### src/rtl/snoop_pkg.sv
// Shared definitions for the MSI snooping bus: arbiter states,
// default sizes and bus message field positions.
package snoop_pkg;

   localparam int N_REQ_DEF   = 3;
   localparam int BUS_W_DEF   = 9;
   localparam int TIMEOUT_DEF = 15;

   // Bus message layout: op in [8:7], tag/address in [6:0]
   localparam int OP_MSB  = 8;
   localparam int OP_LSB  = 7;
   localparam int TAG_MSB = 6;
   localparam int TAG_LSB = 0;

   typedef enum logic [2:0] {
      S_IDLE,
      S_BCAST,
      S_SNOOP,
      S_FLUSH_WAIT,
      S_MEM_WAIT,
      S_DONE
   } state_t;

   function automatic logic is_wait(input state_t s);
      return (s == S_FLUSH_WAIT) || (s == S_MEM_WAIT);
   endfunction

endpackage

### src/rtl/snoop_bus_arbiter_rr_picker.sv
// Round-robin requester select: first set req bit scanning
// upward from last_winner+1, wrapping modulo N_REQ.
module rr_picker
   import snoop_pkg::*;
#(
   parameter int N_REQ = N_REQ_DEF,
   localparam int IDX_W = (N_REQ > 1) ? $clog2(N_REQ) : 1
) (
   input  logic [N_REQ-1:0] i_req,
   input  logic [IDX_W-1:0] i_last,
   output logic [N_REQ-1:0] o_win,
   output logic [IDX_W-1:0] o_win_idx,
   output logic             o_any
);

   // Scan offsets 1..N_REQ so the last winner is checked last
   always_comb begin
      logic             found;
      int               idx;
      logic [IDX_W-1:0] idx_v;
      o_win     = '0;
      o_win_idx = '0;
      o_any     = |i_req;
      found     = 1'b0;
      idx       = 0;
      idx_v     = '0;
      for (int k = 1; k <= N_REQ; k++) begin
         idx = int'(i_last) + k;
         if (idx >= N_REQ) idx = idx - N_REQ;
         idx_v = IDX_W'(idx);
         if (!found && i_req[idx_v]) begin
            found        = 1'b1;
            o_win[idx_v] = 1'b1;
            o_win_idx    = idx_v;
         end
      end
   end

endmodule

### src/rtl/snoop_bus_arbiter.sv
// Snooping bus arbiter: round-robin grant, broadcast, snoop, memory wait.
// Optional macro ARB_TIMEOUT_EN adds a wait-state timeout with err pulse.
module snoop_bus_arbiter
   import snoop_pkg::*;
#(
   parameter int N_REQ   = N_REQ_DEF,
   parameter int BUS_W   = BUS_W_DEF,
   parameter int TIMEOUT = TIMEOUT_DEF
) (
   input  logic                   i_clock,
   input  logic                   i_reset,
   input  logic [N_REQ-1:0]       i_req,
   input  logic [N_REQ*BUS_W-1:0] i_msg_in,
   input  logic [N_REQ-1:0]       i_flush,
   input  logic                   i_mem_ack,
   output logic [N_REQ-1:0]       o_grant,
   output logic [BUS_W-1:0]       o_bus_out,
   output logic                   o_bus_valid,
   output logic                   o_snoop_phase,
   output logic [N_REQ-1:0]       o_done,
   output logic                   o_busy,
   output logic                   o_err
);

   localparam int IDX_W = (N_REQ > 1) ? $clog2(N_REQ) : 1;

   state_t           r_state;
   state_t           w_next;
   logic [N_REQ-1:0] r_grant;
   logic [N_REQ-1:0] w_win;
   logic [N_REQ-1:0] w_flush_m;
   logic [IDX_W-1:0] r_win_idx;
   logic [IDX_W-1:0] r_last;
   logic [IDX_W-1:0] w_win_idx;
   logic [BUS_W-1:0] r_bus;
   logic             w_any;
   logic             w_tmo;

   rr_picker #(
      .N_REQ (N_REQ)
   ) u_pick (
      .i_req     (i_req),
      .i_last    (r_last),
      .o_win     (w_win),
      .o_win_idx (w_win_idx),
      .o_any     (w_any)
   );

   // The owner's own flush bit is meaningless and is dropped
   assign w_flush_m = i_flush & ~r_grant;

   // State register
   always_ff @(posedge i_clock) begin
      if (i_reset) r_state <= S_IDLE;
      else         r_state <= w_next;
   end

   // Next-state decode
   always_comb begin
      w_next = r_state;
      unique case (r_state)
         S_IDLE:       if (w_any) w_next = S_BCAST;
         S_BCAST:      w_next = S_SNOOP;
         S_SNOOP:      w_next = (|w_flush_m) ? S_FLUSH_WAIT
                                             : S_MEM_WAIT;
         S_FLUSH_WAIT: begin
            if (i_mem_ack)  w_next = S_MEM_WAIT;
            else if (w_tmo) w_next = S_DONE;
         end
         S_MEM_WAIT:   if (i_mem_ack || w_tmo) w_next = S_DONE;
         S_DONE:       w_next = S_IDLE;
         default:      w_next = S_IDLE;
      endcase
   end

   // Grant, latched message and round-robin history
   always_ff @(posedge i_clock) begin
      if (i_reset) begin
         r_grant   <= '0;
         r_bus     <= '0;
         r_win_idx <= '0;
         r_last    <= IDX_W'(N_REQ - 1);
      end else if (r_state == S_IDLE && w_any) begin
         r_grant   <= w_win;
         r_win_idx <= w_win_idx;
         r_bus     <= i_msg_in[w_win_idx*BUS_W +: BUS_W];
      end else if (r_state == S_DONE) begin
         r_grant <= '0;
         r_last  <= r_win_idx;
      end
   end

`ifdef ARB_TIMEOUT_EN
   localparam int CNT_W = $clog2(TIMEOUT + 1);

   logic [CNT_W-1:0] r_cnt;
   logic             r_err;

   assign w_tmo = (r_cnt == CNT_W'(TIMEOUT - 1)) && !i_mem_ack;

   // Wait counter, cleared whenever the state changes
   always_ff @(posedge i_clock) begin
      if (i_reset)                r_cnt <= '0;
      else if (w_next != r_state) r_cnt <= '0;
      else if (is_wait(r_state))  r_cnt <= r_cnt + 1'b1;
   end

   // Error flag lines up with the DONE cycle it forces
   always_ff @(posedge i_clock) begin
      if (i_reset) r_err <= 1'b0;
      else         r_err <= is_wait(r_state) && w_tmo;
   end

   assign o_err = r_err;
`else
   logic w_unused_tmo;

   assign w_unused_tmo = (TIMEOUT > 0);
   assign w_tmo        = 1'b0;
   assign o_err        = 1'b0;
`endif

   assign o_grant       = r_grant;
   assign o_bus_out     = r_bus;
   assign o_bus_valid   = (r_state == S_BCAST);
   assign o_snoop_phase = (r_state == S_SNOOP);
   assign o_done        = (r_state == S_DONE) ? r_grant : '0;
   assign o_busy        = (r_state != S_IDLE);

endmodule

### config.mk
export PLATFORM = sky130hd
export DESIGN_NAME = snoop_bus_arbiter
export DESIGN_NICKNAME = d
export VERILOG_FILES = /design/src/rtl/snoop_pkg.sv /design/src/rtl/snoop_bus_arbiter_rr_picker.sv /design/src/rtl/snoop_bus_arbiter.sv
export SDC_FILE = /design/constraint.sdc
export NUM_CORES = 1
export LEC_CHECK = 0
export ABC_AREA = 1
export ABC_CLOCK_PERIOD_IN_PS = 2880
export CORE_MARGIN = 2
export CORE_UTILIZATION = 45
export DETAILED_ROUTE_END_ITERATION = 10
export HOLD_SLACK_MARGIN = 0.02
export PLACE_DENSITY = 0.86
export SETUP_SLACK_MARGIN = 0.3
export SYNTH_ARGS = -nofsm -noshare
export SYNTH_HDL_FRONTEND = slang
export SYNTH_SLANG_ARGS = --single-unit
### constraint.sdc
create_clock -name i_clock -period 2.88 [get_ports i_clock]
set_clock_uncertainty 0.15 [all_clocks]
set_input_delay 0.288 -clock i_clock [delete_from_list [all_inputs] [get_ports i_clock]]
set_output_delay 0.288 -clock i_clock [all_outputs]
set_load 0.1 [all_outputs]
* Yosys cells after proc, flatten, opt, wreduce, memory -nomap -nowiden
Index checks and enable logic that the tools add are counted.
Word-level totals: bits in registers 19, input port bits 36, logic and storage cells 81
Operators by class: $add $sub $neg 6, multiply operators 1, order comparisons 9, eq/ne operators 8, shift-type cells 1, mux-type cells 31, bitwise gates (word level) 5, reductions and logical operators 15
Operator list (number):
- $mux W3 | 10
- $shiftx A27 B7 Y9 | 1
- $pmux W3 S5 | 1
- $mux W2 | 6
- $ge A3 B2 Y1 const B | 3
- $lt A2 B3 Y1 const B | 3
- $mux W1 | 8
- $add A2 B2 Y3 const B | 2
- $bmux W1 S2 | 3
- $demux W1 S2 | 3
- $eq A3 B2 Y1 const B | 2
- $eq A3 B3 Y1 const B | 2
- $ge A2 B1 Y1 const B | 3
- $logic_and A1 B1 Y1 | 6
- $mul A2 B4 Y6 const B | 1
- $ne A2 B2 Y1 const B | 3
- $or A3 B3 Y3 | 2
- $reduce_or A3 Y1 | 2
- $sub A2 B1 Y2 const B | 3
- $add A2 B1 Y3 const B | 1
- $and A3 B3 Y3 | 1
- $eq A3 B1 Y1 const B | 1
- $logic_not A3 Y1 | 1
- $not A3 Y3 | 1
- other kinds (6) | 7

* Logic depth before layout (Yosys ltp)
Gate-level depths: netlist (run 1).
word-level depth 14, depth in mapped cells 16

* Hierarchy
Synthesis (run 1) repeated with hierarchy kept, for this count alone.
Second synthesis, totals: cell total of the unflattened synthesis 221, area, all modules 1427.6 um2
Modules (own cells, without submodules):
- snoop_bus_arbiter | instances 1, cells each 156, area each 1052.3 um2
- rr_picker | instances 1, cells each 65, area each 375.4 um2

* Least setup slack after synthesis (run 1)
No wires, ideal clock.
kind reg2reg, start point register r_state[1], end point register r_state[2], setup time 0.071 ns, arrival time 3.061 ns, path slack -0.402 ns, stages on the path, launching flop included 7, clock period less this slack 3.282 ns, cells stage by stage dfxtp_1 > inv_1 > nor3_1 > inv_1 > o21ai_0 > nand2_1 > a21oi_1
RTL lines:
- start: declaration | line snoop_bus_arbiter.sv:27 | state_t r_state;
- start signal: assignment | line snoop_bus_arbiter.sv:55 | else r_state <= w_next;
- $eq A3 B2 Y1
- via o_snoop_phase | line snoop_bus_arbiter.sv:19 | output logic o_snoop_phase,
- $pmux W3 S5 | line snoop_bus_arbiter.sv:61 | unique case (r_state)
The timed path passes the listed nets, and every way through them passes these cells. A chain may end at the register's enable or synchronous reset.

* Worst setup path in the final report (run 1)
start point register r_last[0], end point register r_bus[6] (netlist: o_bus_out[6])
On the way: word-level cells in the longest chain between the ends 14
RTL lines:
- start: declaration | line snoop_bus_arbiter.sv:33 | logic [IDX_W-1:0] r_last;
- start signal: assignment | line snoop_bus_arbiter.sv:82 | r_last <= IDX_W'(N_REQ - 1);
- start signal: assignment | line snoop_bus_arbiter.sv:89 | r_last <= r_win_idx;
- $add A2 B1 Y3 | line snoop_bus_arbiter_rr_picker.sv:28 | idx = int'(i_last) + k;
- $ge A3 B2 Y1 / $sub A2 B1 Y2 (equally long branches) | line snoop_bus_arbiter_rr_picker.sv:29 | if (idx >= N_REQ) idx = idx - N_REQ;
- $mux W2 | line snoop_bus_arbiter_rr_picker.sv:29
- $bmux W1 S2 | line snoop_bus_arbiter_rr_picker.sv:31 | if (!found && i_req[idx_v]) begin
- $mux W1 (implied by the code) | line snoop_bus_arbiter_rr_picker.sv:31
- $mux W1 | line snoop_bus_arbiter_rr_picker.sv:31
- $logic_not A1 Y1 | line snoop_bus_arbiter_rr_picker.sv:31
- $logic_and A1 B1 Y1 | line snoop_bus_arbiter_rr_picker.sv:31
- $mux W1 | line snoop_bus_arbiter_rr_picker.sv:31
- $logic_not A1 Y1 | line snoop_bus_arbiter_rr_picker.sv:31
- $logic_and A1 B1 Y1 | line snoop_bus_arbiter_rr_picker.sv:31
- $mux W2 (*) | line snoop_bus_arbiter_rr_picker.sv:31
- $mul A2 B4 Y6 (*) | line snoop_bus_arbiter.sv:86 | r_bus <= i_msg_in[w_win_idx*BUS_W +: BUS_W];
- $shiftx A27 B7 Y9 (*) | line snoop_bus_arbiter.sv:86
- end signal: assignment | line snoop_bus_arbiter.sv:86
- end: declaration | line snoop_bus_arbiter.sv:35 | logic [BUS_W-1:0] r_bus;
Every way passes the cells marked *; elsewhere a longest branch is shown, timed or not. The select of a mux whose other input is x is not followed.

==> results.toml, run 1 <==
[die]
rows = 21
fp.dieH_um = 62.39
fp.dieArea_um2 = 3892
initial_core_util_pct = 46.33
die_w_um = 62.39
num_io_pins = 55
core-area_um2 = 3311

[routing]
viasPerCell = 4.887
drc = 0
ant_nets = 0
first_pass_iters = 4
drt-initial-drc-count = 70
wl_per_cell_um = 11.28
wirelength_mm = 3.778
vias = 1637

[global_route]
grt_pass1_vias = 1488
antenna_found_initial = 0
grt_first_pass_wirelength_mm = 6.486
grt_use_total_pct = 19.94
grt_max_degree = 17
gr-total-overflow = 0

[sta]
rsz0062_at_grt = "false"
slew_violations = 0
finalHoldViolCount = 0
fin_tns_setup_ns = 0
layout_min_cycle_time_ns = 2.358
fin_crit_sh_pct = 81.87
max_freq_ghz = 0.4241
setup_violations = 0

[finish]
area_growth_pct = 34.50
insertedDiodeCount = 0
layout.cells.most_common_list = "nand2_1 (58), clkdlybuf4s50_1 (35), inv_1 (32), nand3_1 (27), a21oi_1 (20)"
drive_above_1_share_pct = 19.03
nets = 332
layout_commonest_cell = "nand2_1"
finish.utilization_pct = 62.32

[clock_network]
cts_buffers = 3
cts.clk_slew.worst_paths_ns = 0.12
insertion_delay_ns = 0.30
root_buffer = "clkbuf_4"
ctsHoldBuffers = 0
clock-sinks = 19
cts_tree = "built"
htreeDepth = 1
cts_buffer_depth = 2

[placed_design]
dp_hpwl_mm = 2.940
gp_congestion = 0.8718
port_buffers = 53

[critical_path]
r2r_end = "o_bus_out[6]$_SDFFE_PP0P_"
cp-start-kind = "flop"
arrival_ns = 2.44
crit_start = "r_last[0]$_SDFFE_PP0P_"
cp-end-kind = "flop"
cp_num_buf_inv = 2
cp_common_cell = "nand2_1"
required_ns = 2.96
cp_slowest_cell = "dfxtp_2"
crit_fanout = 16
crit_type = "flop to flop"
reg2reg_depth = 13
critPathMaxStageDelay_ns = 0.39
r2r_start = "r_last[0]$_SDFFE_PP0P_"
path_depth = 13
cp-endpoint = "o_bus_out[6]$_SDFFE_PP0P_"
path_cells = "inv_2, ha_1, inv_1, nand2_1, nand3_1, nand2_1, nor2_4, nand3_4, nand2_4, nand2_1, nand2_1, nand2_1, a21oi_1"
critical-path-top-delay-family = "simple AND/OR/NAND/NOR gates"
regToRegSetupSlack_ns = 0.52

[run]
maxCapViolCount = 0

[synthesis]
synth_seq_area_share_pct = 24.80
ys_warn_count = 0
synth.ff_latch_count = 19
synth_top_area_share_pct = 24.80
ys_types = 27
syn_area_per_cell_um2 = 6.392
synth_area_leaders = "dfxtp_1 (25%), nand2_1 (14%), nand3_1 (8.8%)"
synthCells = 240
synth.largest_area_cell = "dfxtp_1"
mappedNetlistNets = 282
netlist_area_um2 = 1534

[power_and_ir_drop]
cellPowerDensity_nw_per_um2 = 977.7
cellLeakagePower_nw = 1.010
vdd_drop_max_mv = 0.6315

[worst_hold_path]
hold_path_class = "flop to flop"

[status]
status = "finished, final reports clean"
[sequential cells by signal, indices dropped and copies added, names as in the netlist]
name,cells
o_bus_out,9
o_grant,3
r_state,3
r_last,2
r_win_idx,2
[layer usage]
| layer | vias up | track usage, % | share of wire [%] |
|---|---|---|---|
| li1 | 856 | - | - |
| met1 | 738 | 27.98 | 47 |
| met2 | 41 | 33.42 | 48 |
| met3 | 2 | 1.982 | 4.3 |
| met4 | 0 | 4.167 | 0.48 |
| met5 | - | 0 | 0 |
[tightest hold or removal path: stages (launching register included)]
cell and delay (ns):
dfxtp_1 0.36, nand2_1 0.06, o211ai_1 0.07
[synthesized netlist by cell type (all sizes together)]
cell	count
nand4	1
nand2	66
nor2	28
clkbuf	1
nand3	30
or2	1
ha	6
o21ai	10
o221ai	1
o211ai	2
dfxtp	19
inv	38
a21oi	22
buf	7
conb	1
nand3b	3
nor3	4
[power breakdown]
group | leakage [nW] | switching [W] | internal, W
Clock | 0.0177 | 0.0000885 | 0.0000517
Sequential | 0.157 | 0.0000682 | 0.000354
Combinational | 0.835 | 0.00109 | 0.000362
[cell families (layout without fill, tap and decap cells)]
| family | count (synthesis) | count (layout) | share of synthesized area (%) |
|---|---|---|---|
| AND/OR/NAND/NOR | 133 | 133 | 42.41 |
| buffers and inverters | 46 | 95 | 14.19 |
| AO/OA/AOI/OAI | 35 | 35 | 13.46 |
| flip-flops | 19 | 19 | 24.80 |
| other | 1 | 1 | 0.2445 |
| adder cells (fa/ha/maj) | 6 | 6 | 4.894 |
[repair_timing]
action	CTS	global route
buffers inserted	0	0
endpoints found under the setup margin	0	10
gates resized for setup	0	3
[through the flow]
stage	cells	power (W)	hold slack, ns	worst slack [ns]	instance area [um^2]
3_5_place_dp	331	0.001873	0.3211	0.3901	2022
6_report	335	0.002017	0.3647	0.5223	2063
3_3_place_gp	331	0.001862	0.3238	0.4722	2022
2_1_floorplan	240	0.001633	0.2965	0.4934	1551
4_1_cts	335	0.002014	0.3587	0.3486	2049
5_1_grt	335	0.002154	0.3878	0.3127	2063
[area by class of cell]
cell class / instances / area, um^2
Inverter: 38 / 145.1
Timing Repair Buffer: 53 / 485.5
Multi-Input combinational cell: 175 / 965.9
Tap cell: 46 / 57.56
Clock inverter: 1 / 5.005
Fill cell: 321 / 1247
Clock buffer: 3 / 22.52
Sequential cell: 19 / 381.6
[how the worst min path moves through the flow]
stage / startpoint / cells past startpoint / endpoint / slack [ns]
floorplan: r_win_idx[1]$_SDFFE_PP0P_ / 2 / r_last[1]$_SDFFE_PP1P_ / 0.30
global placement: r_win_idx[1]$_SDFFE_PP0P_ / 2 / r_last[1]$_SDFFE_PP1P_ / 0.32
detailed placement: r_win_idx[1]$_SDFFE_PP0P_ / 2 / r_last[1]$_SDFFE_PP1P_ / 0.32
CTS: r_win_idx[1]$_SDFFE_PP0P_ / 2 / r_last[1]$_SDFFE_PP1P_ / 0.36
global route: o_grant[1]$_SDFFE_PP0P_ / 2 / o_grant[1]$_SDFFE_PP0P_ / 0.39
finish: r_win_idx[1]$_SDFFE_PP0P_ / 2 / r_last[1]$_SDFFE_PP1P_ / 0.36
Note: power is estimated with default switching activity, not from simulation.
==> run 2, diff against run 1 <==
--- a/config.mk
+++ b/config.mk
@@ -6,12 +6,12 @@
 export NUM_CORES = 1
 export LEC_CHECK = 0
 export ABC_AREA = 1
-export ABC_CLOCK_PERIOD_IN_PS = 2880
+export ABC_CLOCK_PERIOD_IN_PS = 2100
 export CORE_MARGIN = 2
-export CORE_UTILIZATION = 45
+export CORE_UTILIZATION = 41
 export DETAILED_ROUTE_END_ITERATION = 10
 export HOLD_SLACK_MARGIN = 0.02
-export PLACE_DENSITY = 0.86
+export PLACE_DENSITY = 0.83
 export SETUP_SLACK_MARGIN = 0.3
 export SYNTH_ARGS = -nofsm -noshare
 export SYNTH_HDL_FRONTEND = slang
==> constraint.sdc (replaced) <==
create_clock -name i_clock -period 2.1 [get_ports i_clock]
set_clock_uncertainty 0.15 [all_clocks]
set_input_delay 0.21 -clock i_clock [delete_from_list [all_inputs] [get_ports i_clock]]
set_output_delay 0.21 -clock i_clock [all_outputs]
set_load 0.1 [all_outputs]
==> run 2 against run 1 <==
Via count grew 13%. Setup slack lost 0.62 ns. Sequential power grew 42%. The run now ends with negative setup slack left. First-iteration DRC count is the same. Flip-flop and latch count is the same. Routed wire length grew 21%. Global-route usage grew 1.2 points. Largest power group unchanged. Non-clock buffer count grew 31. Count of clock-buffer cells in the layout is the same. Critical endpoint is now r_win_idx[0]$_SDFFE_PP0P_.
==> results.toml, run 2 (synthesized netlist as in run 1, its figures left out) <==
[status]
status = "finished with violations"
violations = "negative setup slack"

[critical_path]
cp-start-kind = "flop"
cp-end-kind = "flop"
crit_type = "flop to flop"
arrival_ns = 2.24
path_cells = "inv_2, ha_4, inv_6, nand3_2, nand2_4, nor2_4, buf_6, nand2_8, nand3_4, nand2_4, buf_4, buf_4, a21oi_2"
required_ns = 2.14
crit_fanout = 8
critPathMaxStageDelay_ns = 0.35
cp_slowest_cell = "dfxtp_2"

[finish]
layout.cells.most_common_list = "nand2_1 (48), buf_4 (38), clkdlybuf4s50_1 (35), inv_1 (27), nand3_1 (24)"
nets = 367
drive_above_1_share_pct = 37.96
layout_commonest_cell = "nand2_1"
seqCellArea_um2 = 397.9
multi_input_area_um2 = 1169
final_cell_count_no_fill = 372
num-fill-cells = 261
largest_register_ffs = 9
insertedDiodeCount = 0
area_growth_pct = 72.51

[sta]
rsz0062_at_grt = "true"
layout_min_cycle_time_ns = 2.202
holdWs_ns = 0.3507
fin_crit_sh_pct = 104.9
slew_violations = 0
setup_violations = 10
max_freq_ghz = 0.4541
finalHoldViolCount = 0
worst_slack_ns = -0.1020

[clock_network]
cts_buffers = 3
root_buffer = "clkbuf_8"
htreeDepth = 1
insertion_delay_ns = 0.26
ctsHoldBuffers = 0
clock-sinks = 19
cts_tree = "built"
cts_buffer_depth = 2
cts.clk_slew.worst_paths_ns = 0.07

[die]
fp.dieArea_um2 = 4246
num_io_pins = 55
rows = 22
fp.dieH_um = 65.17
core-area_um2 = 3633
initial_core_util_pct = 42.22
die_w_um = 65.17

[power_and_ir_drop]
cellPowerDensity_nw_per_um2 = 1278
cellLeakagePower_nw = 1.229
vdd_drop_max_mv = 0.9418
fin_total_pwr_w = 0.003381

[routing]
drc = 0
ant_nets = 0
vias = 1843
route.met2.wl_mm = 2.308
first_pass_iters = 4
wl_per_cell_um = 12.30
routed.top_layer = "met4"
wl_met1_mm = 1.889
drt-initial-drc-count = 70
wirelength_mm = 4.576
viasPerCell = 4.954
wl_met3_um = 289

[placed_design]
port_buffers = 53
dp_hpwl_mm = 3.043
place_ws_ns = -0.04756
place_inst = 345
gp_congestion = 0.8374

[global_route]
grt_use_total_pct = 21.16
grt_pass1_vias = 1634
grt_first_pass_wirelength_mm = 7.258
antenna_found_initial = 0
gr-total-overflow = 0
grt_max_degree = 13

[run]
maxCapViolCount = 0

[worst_hold_path]
hold_path_class = "flop to flop"
## run 2: what timing repair did
| action | 4_1_cts | 5_1_grt |
|---|---|---|
| gates resized for setup | 19 | 18 |
| setup endpoints to repair | 17 | 17 |
| pin swaps | 10 | 11 |
| cloned | 4 | 0 |
| setup buffers | 6 | 13 |
## run 2: final cells by class
type,count,share of cell area [%]
multi-input cells,179,44.16
flip-flops and latches,19,15.04
well taps,48,2.270
repair buffers,84,31.02
clock inverters,1,0.1891
clock buffers,3,1.560
inverters,38,5.768
## run 2: worst max-delay path: cells and delay by family (launching register included)
family | cells | cell delay, ns
compound gates | 1 | 0.10
fa+ha+maj | 1 | 0.34
buf+inv | 5 | 0.54
flops | 1 | 0.35
simple gates | 6 | 0.66
## run 2: layer usage
| metal | GRT usage (%) | vias up |
|---|---|---|
| met5 | 0 | - |
| met4 | 4.427 | 0 |
| met3 | 2.740 | 10 |
| met2 | 38.27 | 77 |
| met1 | 26.78 | 815 |
| li1 | - | 941 |
## run 2: path summary, 6_finish.rpt
kind / startpoint / slack (ns) / to / cells after the start
max: r_last[1]$_SDFFE_PP1P_ / -0.10 / r_win_idx[0]$_SDFFE_PP0P_ / 13
min reg2reg: o_grant[0]$_SDFFE_PP0P_ / 0.35 / o_grant[0]$_SDFFE_PP0P_ / 2
min: o_grant[0]$_SDFFE_PP0P_ / 0.35 / o_grant[0]$_SDFFE_PP0P_ / 2
max reg2reg: r_last[1]$_SDFFE_PP1P_ / -0.10 / r_win_idx[0]$_SDFFE_PP0P_ / 13
## run 2: where the power goes
| part | switching [W] | internal, W |
|---|---|---|
| logic | 0.00171 | 0.000811 |
| registers | 0.000103 | 0.000498 |
| clock network | 0.000128 | 0.000132 |
## run 2: per-stage QoR
step | utilization [%] | cell area, um^2 | TNS, ns
5_1_grt | 72.83 | 2646 | -1.568
6_report | 72.83 | 2646 | -0.3608
3_3_place_gp | 62.26 | 2262 | -0.02145
2_1_floorplan | - | 1624 | 0
3_5_place_dp | 62.26 | 2262 | -0.2877
4_1_cts | 68.29 | 2481 | 0
==> variant, RTL diff (settings of run 2) <==
Change the package constant `BUS_W_DEF` from 9 to 18.
--- a/src/rtl/snoop_pkg.sv
+++ b/src/rtl/snoop_pkg.sv
@@ -3,7 +3,7 @@
 package snoop_pkg;
 
    localparam int N_REQ_DEF   = 3;
-   localparam int BUS_W_DEF   = 9;
+   localparam int BUS_W_DEF   = 18;
    localparam int TIMEOUT_DEF = 15;
 
    // Bus message layout: op in [8:7], tag/address in [6:0]
Ports: changed (resized i_msg_in and o_bus_out); port bits go from 55 to 91. No check against the original RTL was run, so the function may have changed too.
==> variant against run 2 <==
  * The run still ends with negative setup slack left
  * Power up 43%
  * Routed wire length is 99% higher
  * Area after synthesis is 37% higher
  * Count of clock-buffer cells in the layout is 1 higher
  * Setup slack worse by 0.12 ns
  * Final area grew 49%
  * Sequential cell count is 9 higher
==> variant: results (changes against run 2) <==
stage,metric,value,unit,change
final_layout,inv_count,65,,+71%
critical_path,startpoint,r_last[0]$_SDFFE_PP0P_,,
global_route,grt_pass1_wl,11400,um,+57%
final_layout,seqCellArea,578,um2,+45%
critical_path,arrival,2.35,ns,+0.11 ns
timing,setup-violations-final,21,,+11
global_route,grt_pass1_vias,2705,,+66%
final_layout,drive_gt1_share,37.8,%,-0.14 points
yosys,synth_fa_ha_area_share,3.58,%,-1.3 points
final_layout,clkbuf_count,4,,+1
final_layout,fillers,321,,+23%
final_layout,buf_share,34.3,%,+3.3 points
route,wl,9090,um,+99%
placed_design,dp_hpwl,4930,um,+62%
outcome,outcome,"finished, violations left",,
critical_path,crit_fanout,6,,-2
final_layout,multi_input_cells,234,,+31%
critical_path,crit_slowest_cell,dfxtp_4,,
global_route,grt_use_total,25.7,%,+4.6 points
pwr,vdd_drop_max,857,uV,-9.0%
cts,clk_latency,0.29,ns,+0.03 ns
yosys,ys_top_cells_by_area,"dfxtp_1, nand2_1, inv_1",,
yosys,netlist_instances,337,,+40%
timing,setup_slack,-0.220,ns,-0.118 ns
cts,cts.clk_slew.worst_paths,0.11,ns,+0.04 ns
outcome,violations,negative setup slack,,
yosys,syn-num-nets,406,,+44%
pwr,clkPwrFrac,8.2,%,+0.5 points
## variant: worst min-delay path by stage
| stage | slack, ns | start | to | cells after the start |
|---|---|---|---|---|
| 2_1_floorplan | 0.13 | i_reset | o_bus_out[10]$_SDFFE_PP0P_ | 1 |
| 3_3_place_gp | 0.33 | r_win_idx[0]$_SDFFE_PP0P_ | r_win_idx[0]$_SDFFE_PP0P_ | 2 |
| 3_5_place_dp | 0.33 | o_grant[1]$_SDFFE_PP0P_ | o_grant[1]$_SDFFE_PP0P_ | 2 |
| 4_1_cts | 0.35 | o_grant[1]$_SDFFE_PP0P_ | o_grant[1]$_SDFFE_PP0P_ | 2 |
| 5_1_grt | 0.39 | o_grant[1]$_SDFFE_PP0P_ | o_grant[1]$_SDFFE_PP0P_ | 2 |
| 6_report | 0.38 | o_grant[1]$_SDFFE_PP0P_ | o_grant[1]$_SDFFE_PP0P_ | 2 |
## variant: metal layers
metal  share of wire, %  track usage, %
met1                 38            29.9
met2                 51            46.6
met3                7.9            4.76
met4                3.9            10.1
met5                  0               0
